File: src/rtl/div_seq_4ch.sv
// Four-channel round-robin scheduler in front of the shared iterative weight divider.
// Latches the winner's operands, sequences div_en through load/run/gap/commit, and publishes the result.
module div_seq_4ch #(
  parameter int LOAD_CYC = 2,
  parameter int RUN_CYC  = 33,
  parameter int GAP_CYC  = 2
) (
  input  logic         clk,
  input  logic         rst,
  input  logic [3:0]   req,
  output logic [3:0]   ack,
  input  logic [115:0] dividend_in,
  input  logic [115:0] divisor_in,
  input  logic [63:0]  weight_pre_in,
  output logic [28:0]  div_dividend,
  output logic [28:0]  div_divisor,
  output logic [15:0]  div_weight_pre,
  output logic         div_en,
  input  logic [15:0]  div_result,
  output logic [63:0]  weight,
  output logic [3:0]   weight_vld,
  output logic [3:0]   div0_err,
  output logic         busy
);

  localparam logic [2:0] IDLE    = 3'd0;
  localparam logic [2:0] LOAD    = 3'd1;
  localparam logic [2:0] RUN     = 3'd2;
  localparam logic [2:0] GAP     = 3'd3;
  localparam logic [2:0] COMMIT  = 3'd4;
  localparam logic [2:0] CAPTURE = 3'd5;

  localparam int MAX_LG  = (LOAD_CYC > GAP_CYC) ? LOAD_CYC : GAP_CYC;
  localparam int MAX_CYC = (RUN_CYC > MAX_LG) ? RUN_CYC : MAX_LG;
  localparam int CNT_W   = $clog2(MAX_CYC + 1);

  logic [2:0]       state;
  logic [CNT_W-1:0] cnt;
  logic [1:0]       rr;
  logic [1:0]       ch;
  logic             zero_div;
  logic             gnt_vld;
  logic [1:0]       gnt;
  logic [1:0]       idx;

  // Scan from highest offset down so the first set bit at/after rr wins.
  always_comb begin
    gnt_vld = 1'b0;
    gnt     = rr;
    idx     = rr;
    for (int i = 3; i >= 0; i--) begin
      idx = rr + 2'(i);
      if (req[idx]) begin
        gnt_vld = 1'b1;
        gnt     = idx;
      end
    end
  end

  assign div_en = (state == RUN) || (state == COMMIT);
  assign busy   = (state != IDLE);

  always_ff @(posedge clk or posedge rst) begin
    if (rst) begin
      state          <= IDLE;
      cnt            <= '0;
      rr             <= 2'd0;
      ch             <= 2'd0;
      zero_div       <= 1'b0;
      ack            <= 4'b0;
      div_dividend   <= '0;
      div_divisor    <= '0;
      div_weight_pre <= '0;
      weight         <= '0;
      weight_vld     <= 4'b0;
      div0_err       <= 4'b0;
    end else begin
      ack        <= 4'b0;
      weight_vld <= 4'b0;
      case (state)
        IDLE: begin
          if (gnt_vld) begin
            ack[gnt]       <= 1'b1;
            ch             <= gnt;
            rr             <= gnt + 2'd1;
            div_dividend   <= dividend_in[29*gnt +: 29];
            div_divisor    <= divisor_in[29*gnt +: 29];
            div_weight_pre <= weight_pre_in[16*gnt +: 16];
            // A zero divisor bypasses the divider and republishes weight_pre.
            if (divisor_in[29*gnt +: 29] == 29'd0) begin
              zero_div      <= 1'b1;
              div0_err[gnt] <= 1'b1;
              state         <= CAPTURE;
            end else begin
              zero_div <= 1'b0;
              state    <= LOAD;
              cnt      <= CNT_W'(LOAD_CYC);
            end
          end
        end
        // The ack cycle plus LOAD_CYC further low-enable cycles.
        LOAD: begin
          if (cnt == '0) begin
            state <= RUN;
            cnt   <= CNT_W'(RUN_CYC - 1);
          end else begin
            cnt <= cnt - 1'b1;
          end
        end
        RUN: begin
          if (cnt == '0) begin
            state <= GAP;
            cnt   <= CNT_W'(GAP_CYC - 1);
          end else begin
            cnt <= cnt - 1'b1;
          end
        end
        GAP: begin
          if (cnt == '0) begin
            state <= COMMIT;
          end else begin
            cnt <= cnt - 1'b1;
          end
        end
        COMMIT: begin
          state <= CAPTURE;
        end
        CAPTURE: begin
          weight[16*ch +: 16] <= zero_div ? div_weight_pre : div_result;
          weight_vld[ch]      <= 1'b1;
          state               <= IDLE;
        end
        default: begin
          state <= IDLE;
        end
      endcase
    end
  end

endmodule

File: config.mk
export PLATFORM = sky130hd
export DESIGN_NAME = div_seq_4ch
export DESIGN_NICKNAME = d
export VERILOG_FILES = /design/src/rtl/div_seq_4ch.sv
export SDC_FILE = /design/constraint.sdc
export NUM_CORES = 1
export LEC_CHECK = 0
export ABC_CLOCK_PERIOD_IN_PS = 6700
export CORE_AREA = 2 2 183 185
export DETAILED_ROUTE_END_ITERATION = 8
export DIE_AREA = 0 0 185 187
export DONT_BUFFER_PORTS = 1
export HOLD_SLACK_MARGIN = 0.15
export PLACE_DENSITY = 0.4
export SYNTH_ARGS = -nofsm -noshare
export SYNTH_HDL_FRONTEND = slang
export SYNTH_SLANG_ARGS = --single-unit
File: constraint.sdc
create_clock -name clk -period 6.7 [get_ports clk]
set_input_delay 1.34 -clock clk [delete_from_list [all_inputs] [get_ports clk]]
set_output_delay 1.34 -clock clk [all_outputs]
set_load 0.03 [all_outputs]
==> reports/metrics.yaml <==
sta:
  rsz0062_at_grt: "no"
  max_slew_margin_pct: 27.6
  fin_crit_ns: 4.30
  period_share_pct: 64.2
  fin_skew_ns: 0.0146
  slew_viol_final: 0
  hold_viol: 0
  setup_violations: 0
  max_freq_mhz: 232
  max_slew.worst_pin.slew_ns: 1.08
  totalNegativeSetupSlack_ns: 0
route:
  drtIter0Drc: 342
  met1Wirelength_mm: 11.9
  drcViolationCount: 0
  ant_nets: 0
  avgRoutedWirePerCell_um: 23.8
  via_per_inst: 5.09
  top_layer: "met5"
  drt_pass1_iterations: 4
  num_vias: 6321
  drt-total-wl_mm: 29.5
  wl_met2_mm: 14.0
  met3WireLength_mm: 3.09
critical_path:
  crit_start: "req[3]"
  cp_slowest_cell: "nand2_4"
  r2r-start: "rr[1]$_DFFE_PP0P_"
  r2r-end: "state[2]$_DFFE_PP0P_"
  crit_end: "state[2]$_DFFE_PP0P_"
  max_stage_delay_ns: 0.71
  critPathKind: "in2reg"
  endpoint_kind: "flop"
  cp_max_fo: 77
  cp.arrival_ns: 4.64
  cp_cell_sequence: "and3b_1 -> or4_1 -> nand2_4 -> mux4_2 -> nor4_1 -> nand4_1 -> nor2_4 -> a21oi_2 -> o32ai_2"
  cp-start-kind: "input port"
  rrSetupSlack_ns: 2.82
  worstPathRequired_ns: 7.04
  reg2reg_depth: 9
yosys:
  synth_top_family_by_area: "multiplexers"
  netlist_area_um2: 8540
  synth_fp_nets: 1131
  ys.flop_type: "dfrtp_1"
  synth_cell_type_count: 47
  synth.mux.area_fraction_pct: 21.6
  ys_ff_latch: 164
  yosys.area_share.xor_xnor_pct: 0.205
  synthCells: 800
  ys_warn_count: 0
  synth_compound_area_share_pct: 7.46
  synth_fa_ha_area_share_pct: 1.90
  synth-simple-area-share_pct: 17.8
  async_reset_ff_share_pct: 100
  syn_area_per_cell_um2: 10.7
  ys_seq_area_share_pct: 48.1
  synth-edff-count: 0
power_and_ir_drop:
  power.density_nw_per_um2: 536
  leakage_nw: 4.24
  peakVddDrop_uv: 191
cts:
  ctsResizeCount: 0
  htreeDepth: 4
  cts.hold.buffers_added: 0
  cts.sinks: 164
  cts_buffers: 17
  worstSkewPairLatency_ns: 0.44
  cts_tree: "yes"
  clkTransAtPathRegs_ns: 0.07
  cts_setup_buffers: 0
  cts_root_buffer: "clkbuf_16"
  clk_path_buf_depth: 2
final_layout:
  seqCellArea_um2: 4100
  syn_to_final_growth_pct: 12.0
  multi_input_area_um2: 4210
  fill_cells: 3447
  nNetsFinal: 1107
  final_util_pct: 29.1
  drive_gt1_share_pct: 15.4
grt:
  grt_pass1_vias: 6593
  gr-usage-all-layers_pct: 17.2
  grt.overflow.total: 0
  grt_max_degree: 84
  grt_pass1_wl_mm: 44.0
  antenna_found_initial: 13
run:
  drv_cap: 0
floorplanning:
  boundaryPins: 470
  die_y_um: 187
  initial_utilization_pct: 26.0
  die_w_um: 185
  core_area_um2: 32900
  rows: 67
  dieArea_um2: 34600
hold_path:
  min_path_type: "reg2reg"
run_status:
  outcome: "finished, final reports clean"
place:
  portBuffers: 0
  dp.final_hpwl_mm: 22.6
  gp_congestion: 0.943
state kept, by name, summed over array words and instances (netlist names):
| register | count |
|---|---|
| weight | 64 |
| cnt | 6 |
| state | 3 |
| ack | 4 |
| rr | 2 |
| ch | 2 |
| div_divisor | 29 |
| div_weight_pre | 16 |
| weight_vld | 4 |
| div0_err | 4 |
| zero_div | 1 |
| div_dividend | 29 |
cell usage in the layout (no fill, tap or decap), types with 6 or more instances in the layout:
cell,netlist,final
o21ai_1,10,10
nor2_1,15,14
inv_1,11,10
ha_1,13,13
dfrtp_1,164,164
o21ai_0,51,51
nor4_1,6,6
o31ai_1,17,17
diode_2,0,7
a21oi_1,7,7
mux2i_1,16,16
buf_4,0,8
nand2_1,305,304
and2_1,7,7
clkbuf_16,0,17
inv_6,0,6
mux4_2,69,69
cell families after synthesis:
group                      after synthesis
AOI/OAI and AO/OA                      105
xor gates and xnor gates                 2
adders and majority gates               13
buffers and inverters                   62
DFF                                    164
muxes                                   90
and+or+nand+nor                        364
routing by layer:
metal  up-vias  track usage [%]
met5         -                0
met4        14             4.27
met3        36             7.90
met2       333             27.3
met1      3182             21.2
li1       2756                -
worst max-delay path: cells and delay by family:
| kind | cells | cell delay (ns) |
|---|---|---|
| simple gates | 6 | 2.47 |
| compound gates | 2 | 0.31 |
| mux | 1 | 0.44 |
metrics by stage:
stage | area [um2] | hold WS, ns | instances | power, mW | setup slack, ns
2_1_floorplan | 8540 | 0.487 | 800 | 3.73 | 0.927
3_3_place_gp | 8980 | 0.526 | 1205 | 4.20 | 2.05
3_5_place_dp | 8980 | 0.514 | 1205 | 4.21 | 1.92
4_1_cts | 9550 | 0.525 | 1236 | 5.22 | 2.39
5_1_grt | 9560 | 0.564 | 1240 | 5.49 | 2.11
6_report | 9560 | 0.528 | 1243 | 5.13 | 2.40
layout make-up:
class | count | share of cell area (%)
Tap cell | 448 | 5.86
Timing Repair Buffer | 8 | 0.628
Sequential cell | 164 | 42.9
Multi-Input combinational cell | 574 | 44.0
Antenna cell | 7 | 0.183
Clock buffer | 17 | 4.45
Clock inverter | 14 | 1.48
Inverter | 11 | 0.484
worst min path at each step:
stage                         end  depth (start not counted)  slack (ns)          startpoint
2_1_floorplan  cnt[0]$_DFFE_PP0P_                          1        0.49  cnt[0]$_DFFE_PP0P_
3_3_place_gp   cnt[0]$_DFFE_PP0P_                          1        0.53  cnt[0]$_DFFE_PP0P_
3_5_place_dp   cnt[0]$_DFFE_PP0P_                          1        0.51  cnt[0]$_DFFE_PP0P_
4_1_cts        cnt[0]$_DFFE_PP0P_                          1        0.53  cnt[0]$_DFFE_PP0P_
5_1_grt        cnt[5]$_DFFE_PP0P_                          1        0.56  cnt[5]$_DFFE_PP0P_
6_report       cnt[0]$_DFFE_PP0P_                          1        0.53  cnt[0]$_DFFE_PP0P_
cells in the mapped netlist, types with 2 or more instances:
cell type / count / area, um2
nand3_1: 2 / 10.0
or4_1: 2 / 15.0
a21o_1: 5 / 37.5
nor4_1: 6 / 37.5
nand4_1: 3 / 18.8
nor2_1: 15 / 56.3
ha_1: 13 / 163
nand2b_1: 2 / 12.5
or4b_1: 2 / 20.0
clkbuf_1: 28 / 105
and2_1: 7 / 43.8
a21oi_2: 2 / 17.5
nor2b_1: 5 / 31.3
and3b_1: 2 / 17.5
mux4_2: 69 / 1550
nand2_1: 305 / 1140
o21ai_0: 51 / 255
o31ai_1: 17 / 128
buf_1: 8 / 30.0
buf_2: 14 / 70.1
mux4_1: 5 / 131
a31oi_1: 3 / 18.8
dfrtp_1: 164 / 4100
o21ai_1: 10 / 50.1
nor3_1: 5 / 25.0
or3_1: 2 / 12.5
a21oi_1: 7 / 35.0
mux2i_1: 16 / 160
inv_1: 11 / 41.3
o22ai_1: 2 / 12.5
report_power, final:
group | switching (mW) | internal (mW) | total, mW
sequential | 1.20 | 1.40 | 2.60
clock | 0.452 | 0.522 | 0.974
combinational | 0.856 | 0.693 | 1.55
total | 2.51 | 2.61 | 5.13
No activity file was read; power rests on OpenSTA's default activity.
